===== src/rtl/db_port_arb_pkg.sv =====
// Shared memory-subsystem constants: default bank geometry, requester indices
// and the round-robin priority encoding.
package kf_mem_pkg;

    localparam int W     = 24;
    localparam int DEPTH = 40;
    localparam int ADDRW = 6;

    localparam int REQ_HOST = 0;
    localparam int REQ_DP   = 1;

    // Which requester wins when both ask in the same cycle.
    typedef enum logic {
        PRI_HOST = 1'b0,
        PRI_DP   = 1'b1
    } pri_e;

endpackage


===== src/rtl/db_port_arb_if.sv =====
// Requester-side bus of the data-bank port arbiter: write and read-pair
// handshakes plus the read response.
interface db_port_arb_if #(
    parameter int W     = 24,
    parameter int ADDRW = 6
) ();

    logic [1:0]         wr_valid;
    logic [1:0]         wr_ready;
    logic [2*ADDRW-1:0] wr_addr;
    logic [2*W-1:0]     wr_data;
    logic [1:0]         rd_valid;
    logic [1:0]         rd_ready;
    logic [4*ADDRW-1:0] rd_addr;
    logic [1:0]         rsp_valid;
    logic [2*W-1:0]     rsp_data;

    modport master (
        output wr_valid, wr_addr, wr_data, rd_valid, rd_addr,
        input  wr_ready, rd_ready, rsp_valid, rsp_data
    );

    modport slave (
        input  wr_valid, wr_addr, wr_data, rd_valid, rd_addr,
        output wr_ready, rd_ready, rsp_valid, rsp_data
    );

endinterface


===== src/rtl/db_port_arb_rr_arb2.sv =====
// Two-way round-robin arbiter: combinational grant from the current priority,
// priority flips to the other requester after every grant.
module rr_arb2
    import kf_mem_pkg::*;
(
    input  logic       clk,
    input  logic       rst_n,
    input  logic [1:0] req,
    output logic [1:0] gnt
);

    pri_e pri, pri_nxt;

    // Priority register; reset favours the host loader.
    always_ff @(posedge clk or negedge rst_n) begin
        if (!rst_n) begin
            pri <= PRI_HOST;
        end else begin
            pri <= pri_nxt;
        end
    end

    // Grant selection and next priority; no grant at all while in reset.
    always_comb begin
        gnt     = '0;
        pri_nxt = pri;
        if (rst_n) begin
            if (req[REQ_HOST] && (!req[REQ_DP] || pri == PRI_HOST)) begin
                gnt[REQ_HOST] = 1'b1;
            end else if (req[REQ_DP]) begin
                gnt[REQ_DP] = 1'b1;
            end
        end
        if (gnt[REQ_HOST]) begin
            pri_nxt = PRI_DP;
        end else if (gnt[REQ_DP]) begin
            pri_nxt = PRI_HOST;
        end
    end

endmodule


===== src/rtl/db_port_arb.sv =====
// Data-bank port arbiter: one write port and one dual-address read port shared
// by the host loader and the datapath, with range checking against DEPTH.
module db_port_arb
    import kf_mem_pkg::*;
#(
    parameter int W     = kf_mem_pkg::W,
    parameter int DEPTH = kf_mem_pkg::DEPTH,
    parameter int ADDRW = kf_mem_pkg::ADDRW
) (
    input  logic             clk,
    input  logic             rst_n,
    db_port_arb_if.slave     bus,
    output logic             err_addr,
    input  logic             clr_err,
    output logic             db_we,
    output logic [ADDRW-1:0] db_waddr,
    output logic [W-1:0]     db_wdata,
    output logic [ADDRW-1:0] db_raddr_a,
    output logic [ADDRW-1:0] db_raddr_b,
    input  logic [W-1:0]     db_rdata_a,
    input  logic [W-1:0]     db_rdata_b
);

    // One extra bit so DEPTH == 2**ADDRW still compares correctly.
    localparam logic [ADDRW:0] LIMIT = (ADDRW + 1)'(DEPTH);

    logic [1:0]       wr_gnt, rd_gnt;
    logic             wr_xfer, rd_xfer;
    logic [ADDRW-1:0] w_addr, ra_addr, rb_addr;
    logic [W-1:0]     w_data;
    logic             w_ok, ra_ok, rb_ok;
    logic             err_set;
    logic [2*W-1:0]   rsp_next;

    rr_arb2 u_wr_arb (
        .clk   (clk),
        .rst_n (rst_n),
        .req   (bus.wr_valid),
        .gnt   (wr_gnt)
    );

    rr_arb2 u_rd_arb (
        .clk   (clk),
        .rst_n (rst_n),
        .req   (bus.rd_valid),
        .gnt   (rd_gnt)
    );

    assign bus.wr_ready = wr_gnt;
    assign bus.rd_ready = rd_gnt;
    assign wr_xfer      = |wr_gnt;
    assign rd_xfer      = |rd_gnt;

    // Route the granted requester's fields onto the bank ports and range-check them.
    always_comb begin
        w_addr  = wr_gnt[REQ_DP] ? bus.wr_addr[2*ADDRW-1:ADDRW] : bus.wr_addr[ADDRW-1:0];
        w_data  = wr_gnt[REQ_DP] ? bus.wr_data[2*W-1:W]         : bus.wr_data[W-1:0];
        ra_addr = rd_gnt[REQ_DP] ? bus.rd_addr[3*ADDRW-1:2*ADDRW] : bus.rd_addr[ADDRW-1:0];
        rb_addr = rd_gnt[REQ_DP] ? bus.rd_addr[4*ADDRW-1:3*ADDRW] : bus.rd_addr[2*ADDRW-1:ADDRW];
        if (!wr_xfer) begin
            w_addr = '0;
            w_data = '0;
        end
        if (!rd_xfer) begin
            ra_addr = '0;
            rb_addr = '0;
        end
        w_ok  = ({1'b0, w_addr}  < LIMIT);
        ra_ok = ({1'b0, ra_addr} < LIMIT);
        rb_ok = ({1'b0, rb_addr} < LIMIT);

        db_we      = wr_xfer && w_ok;
        db_waddr   = w_addr;
        db_wdata   = w_data;
        db_raddr_a = ra_addr;
        db_raddr_b = rb_addr;

        err_set  = (wr_xfer && !w_ok) || (rd_xfer && (!ra_ok || !rb_ok));
        rsp_next = {rb_ok ? db_rdata_b : '0, ra_ok ? db_rdata_a : '0};
    end

    // Read response register: one-cycle strobe, data held between responses.
    always_ff @(posedge clk or negedge rst_n) begin
        if (!rst_n) begin
            bus.rsp_valid <= '0;
            bus.rsp_data  <= '0;
        end else begin
            bus.rsp_valid <= rd_gnt;
            if (rd_xfer) begin
                bus.rsp_data <= rsp_next;
            end
        end
    end

    // Sticky out-of-range flag; a new error takes precedence over the clear.
    always_ff @(posedge clk or negedge rst_n) begin
        if (!rst_n) begin
            err_addr <= 1'b0;
        end else if (err_set) begin
            err_addr <= 1'b1;
        end else if (clr_err) begin
            err_addr <= 1'b0;
        end
    end

endmodule


===== src/flat_wrapper.sv =====
// flat-port wrapper written by rule: the top's interface ports become plain ports
module db_port_arb_flat import kf_mem_pkg::*;
#(
    parameter int W     = kf_mem_pkg::W,
    parameter int DEPTH = kf_mem_pkg::DEPTH,
    parameter int ADDRW = kf_mem_pkg::ADDRW
)
  (clk, rst_n, err_addr, clr_err, db_we, db_waddr, db_wdata, db_raddr_a, db_raddr_b, db_rdata_a, db_rdata_b, bus_wr_valid, bus_wr_addr, bus_wr_data, bus_rd_valid, bus_rd_addr, bus_wr_ready, bus_rd_ready, bus_rsp_valid, bus_rsp_data);
  db_port_arb_if #(.W(W), .ADDRW(ADDRW)) bus_i ();
  input  logic clk;
  input  logic rst_n;
  output logic err_addr;
  input  logic clr_err;
  output logic db_we;
  output logic [ADDRW-1:0] db_waddr;
  output logic [W-1:0] db_wdata;
  output logic [ADDRW-1:0] db_raddr_a;
  output logic [ADDRW-1:0] db_raddr_b;
  input  logic [W-1:0] db_rdata_a;
  input  logic [W-1:0] db_rdata_b;
  input wire logic [$bits(bus_i.wr_valid)-1:0] bus_wr_valid;
  input wire logic [$bits(bus_i.wr_addr)-1:0] bus_wr_addr;
  input wire logic [$bits(bus_i.wr_data)-1:0] bus_wr_data;
  input wire logic [$bits(bus_i.rd_valid)-1:0] bus_rd_valid;
  input wire logic [$bits(bus_i.rd_addr)-1:0] bus_rd_addr;
  output wire logic [$bits(bus_i.wr_ready)-1:0] bus_wr_ready;
  output wire logic [$bits(bus_i.rd_ready)-1:0] bus_rd_ready;
  output wire logic [$bits(bus_i.rsp_valid)-1:0] bus_rsp_valid;
  output wire logic [$bits(bus_i.rsp_data)-1:0] bus_rsp_data;
  assign bus_i.wr_valid = bus_wr_valid;
  assign bus_i.wr_addr = bus_wr_addr;
  assign bus_i.wr_data = bus_wr_data;
  assign bus_i.rd_valid = bus_rd_valid;
  assign bus_i.rd_addr = bus_rd_addr;
  assign bus_wr_ready = bus_i.wr_ready;
  assign bus_rd_ready = bus_i.rd_ready;
  assign bus_rsp_valid = bus_i.rsp_valid;
  assign bus_rsp_data = bus_i.rsp_data;
  db_port_arb #(.W(W), .DEPTH(DEPTH), .ADDRW(ADDRW)) u_core (.clk(clk), .rst_n(rst_n), .bus(bus_i), .err_addr(err_addr), .clr_err(clr_err), .db_we(db_we), .db_waddr(db_waddr), .db_wdata(db_wdata), .db_raddr_a(db_raddr_a), .db_raddr_b(db_raddr_b), .db_rdata_a(db_rdata_a), .db_rdata_b(db_rdata_b));
endmodule

===== config.mk =====
export PLATFORM = sky130hd
export DESIGN_NAME = db_port_arb_flat
export DESIGN_NICKNAME = d
export VERILOG_FILES = /design/src/rtl/db_port_arb_pkg.sv /design/src/rtl/db_port_arb_if.sv /design/src/rtl/db_port_arb_rr_arb2.sv /design/src/rtl/db_port_arb.sv /design/src/flat_wrapper.sv
export SDC_FILE = /design/constraint.sdc
export NUM_CORES = 1
export LEC_CHECK = 0
export CELL_PAD_IN_SITES_DETAIL_PLACEMENT = 0
export CELL_PAD_IN_SITES_GLOBAL_PLACEMENT = 1
export CORE_AREA = 2 2 113 115
export DETAILED_ROUTE_END_ITERATION = 10
export DIE_AREA = 0 0 115 117
export PLACE_DENSITY_LB_ADDON = 0.1
export SYNTH_ARGS = -nofsm -noshare
export SYNTH_HDL_FRONTEND = slang
export SYNTH_SLANG_ARGS = --single-unit

===== constraint.sdc =====
create_clock -name clk -period 4 [get_ports clk]
set_input_delay 0.6 -clock clk [delete_from_list [all_inputs] [get_ports clk]]
set_output_delay 0.6 -clock clk [all_outputs]
set_load 0.1 [all_outputs]

==> results.sh <==
export IMPL_cts_repair_resized=0
export IMPL_core_area_mm2=0.0123
export IMPL_clkTransAtPathRegs_ns=0.07
export IMPL_synth_edf_count=0
export IMPL_initial_core_util=0.236
export IMPL_avgSynthCellArea_um2=8.63
export IMPL_placedCellCount=700
export IMPL_cp_max_fo=25
export IMPL_nets=696
export IMPL_cp_end_kind="output pin"
export IMPL_crit_top_cell="buf_4"
export IMPL_synth_ff_type="dfrtp_1"
export IMPL_status="finished clean"
export IMPL_h_tree_depth=2
export IMPL_layout_setup_ws_ns=0.902
export IMPL_cts_tree="done"
export IMPL_fill_cells=1165
export IMPL_grt_use_total=0.171
export IMPL_clock_fmax_ghz=0.323
export IMPL_dpl_cell_area_mm2=0.00581
export IMPL_grt_start_max_net_pins=60
export IMPL_vias=3306
export IMPL_powerDensity_mw_per_mm2=413
export IMPL_cts_sinks=53
export IMPL_fin_crit_ns=3.10
export IMPL_dr_pass1_iters=4
export IMPL_wl_per_cell_um=16.5
export IMPL_r2r_setup_slack_ns=1.86
export IMPL_period_share=0.775
export IMPL_hp_class="primary input to asynchronous set/reset pin"
export IMPL_tightest_slew_ns=1.17
export IMPL_rows=41
export IMPL_gp_congestion=0.720
export IMPL_cts_buffers_inserted=5
export IMPL_leakage_nw=2.45
export IMPL_drive_above_1_share=0.129
export IMPL_dieArea_mm2=0.0135
export IMPL_syn_inst=336
export IMPL_clock_latency_ns=0.29
export IMPL_slew_headroom=0.219
export IMPL_hpwlAfterDp_mm=9.07
export IMPL_setup_viol=0
export IMPL_syn_nets=475
export IMPL_wl_mm=11.7
export IMPL_drv_cap=0
export IMPL_rsz0062_at_grt="no"
export IMPL_criticalPathCategory="primary input to output pin"
export IMPL_max_vdd_ir_drop_uv=153
export IMPL_ctsHoldBuffers=0
export IMPL_port_buffers=236
export IMPL_design_area_mm2=0.00595
export IMPL_arrival_ns=2.50
export IMPL_drt_iter0_drc=154
export IMPL_die_h_um=117
export IMPL_clock_path_buffers=2
export IMPL_utilization=0.483
export IMPL_mostFrequentLayoutCells="188 x clkdlybuf4s50_1, 88 x nand2_1, 53 x dfrtp_1, 44 x buf_12, 34 x a21boi_1"
export IMPL_drtAntennaViolNets=0
export IMPL_finalPower_mw=2.46
export IMPL_areaGrowthSynthToFinish_pct=105
export IMPL_crit_slowest_cell="clkdlybuf4s50_1"
export IMPL_cts_setup_buffers=0
export IMPL_grt_pass1_wl_mm=17.9
export IMPL_slowest_delay_ns=0.47
export IMPL_tns_ns=0
export IMPL_fp_dieW_um=115
export IMPL_overflow=0
export IMPL_n_antenna_cell=0
export IMPL_hold_viol=0
export IMPL_cts_root_buf="clkbuf_16"
export IMPL_place_ws_ns=0.741
export IMPL_drc=0
export IMPL_hold_slack_ns=0.348
export IMPL_synth_seq_area_share=0.457
export IMPL_ys_async_sr_fraction=1.00
export IMPL_mostFrequentLayoutCell="clkdlybuf4s50_1"
export IMPL_stdcell_count=708
export IMPL_ios=237
export IMPL_drv_slew=0
export IMPL_synth_distinct_cells=36
export IMPL_skew_ns=0.00466
export IMPL_required_ns=3.40
export IMPL_syn_cell_area_mm2=0.00290
export IMPL_grt_antenna_before_repair=0
export IMPL_viasPerCell=4.67
export IMPL_worstSetupStartpointType="primary input"
export IMPL_ys_warnings_count=0
export IMPL_grt_pass1_vias=3271
export IMPL_path_cells="clkdlybuf4s50_1, buf_4, a21boi_2, buf_4, nand2_1, a21boi_1, buf_12"
export IMPL_ys_ff_latch=53
-- worst paths after layout --
check / from / to / cells past startpoint
setup reg to reg: u_core.u_rd_arb.pri$_DFFE_PN0P_ / u_core.bus.rsp_data[30]$_DFFE_PN0P_ / 4
max in group asynchronous: rst_n / u_core.bus.rsp_data[24]$_DFFE_PN0P_ / 2
hold reg to reg: u_core.bus.rsp_data[19]$_DFFE_PN0P_ / u_core.bus.rsp_data[19]$_DFFE_PN0P_ / 2
min in group clk: u_core.bus.rsp_data[19]$_DFFE_PN0P_ / u_core.bus.rsp_data[19]$_DFFE_PN0P_ / 2
hold / removal: rst_n / u_core.err_addr$_DFFE_PN0P_ / 1
setup / recovery: bus_wr_valid[1] / db_waddr[0] / 7
-- report_power, final --
group	internal (mW)	switching (mW)
logic	0.432	0.961
registers	0.606	0.0387
clock network	0.233	0.186
total	1.27	1.19
-- synthesized netlist by cell type, types with 2 or more instances --
cell	n	share of area
nand2_1	88	0.11
dfrtp_1	53	0.46
a21boi_0	34	0.088
nand3_1	33	0.057
a22o_1	25	0.075
o21ai_0	24	0.041
clkbuf_1	17	0.022
nor2_1	8	0.010
nor2b_1	7	0.015
buf_2	6	0.010
buf_4	5	0.013
a22oi_1	4	0.010
and2_1	4	0.0086
o21ai_1	3	0.0052
a32oi_1	2	0.0060
buf_1	2	0.0026
o32ai_1	2	0.0060
-- kinds of logic after synthesis --
kind of cell | Yosys count | share of synthesized area
DFF | 53 | 0.457
AOI/OAI and AO/OA | 105 | 0.267
and+or+nand+nor | 146 | 0.223
buffers and inverters | 32 | 0.0531
-- sequential cells by signal, indices dropped and copies added, names as in the netlist --
name / count
u_core.bus.rsp_data: 48
u_core.bus.rsp_valid: 2
u_core.err_addr: 1
u_core.u_rd_arb.pri: 1
u_core.u_wr_arb.pri: 1
-- final cells by class --
class / count / area [µm²] / area share
timing repair buffer: 245 / 2860 / 0.481
multi-input combinational: 251 / 1430 / 0.241
inverter: 1 / 3.75 / 0.000631
clock buffer: 7 / 133 / 0.0223
clock inverter: 1 / 7.51 / 0.00126
sequential: 53 / 1330 / 0.223
tap: 150 / 188 / 0.0315
-- worst max-delay path, delay by kind of cell --
kind            cells  cell delay, ns
compound gates      2            0.54
simple gates        1            0.09
buf+inv             4            1.25
-- metal layers --
layer	track usage	up-vias	wire length, µm	part of all wire
met5	0	-	0	0
met4	0.0434	0	147	0.013
met1	0.198	1533	4570	0.39
li1	-	1610	-	-
met3	0.0649	9	1230	0.11
met2	0.299	154	5740	0.49
(Power assumes the default switching activity.)
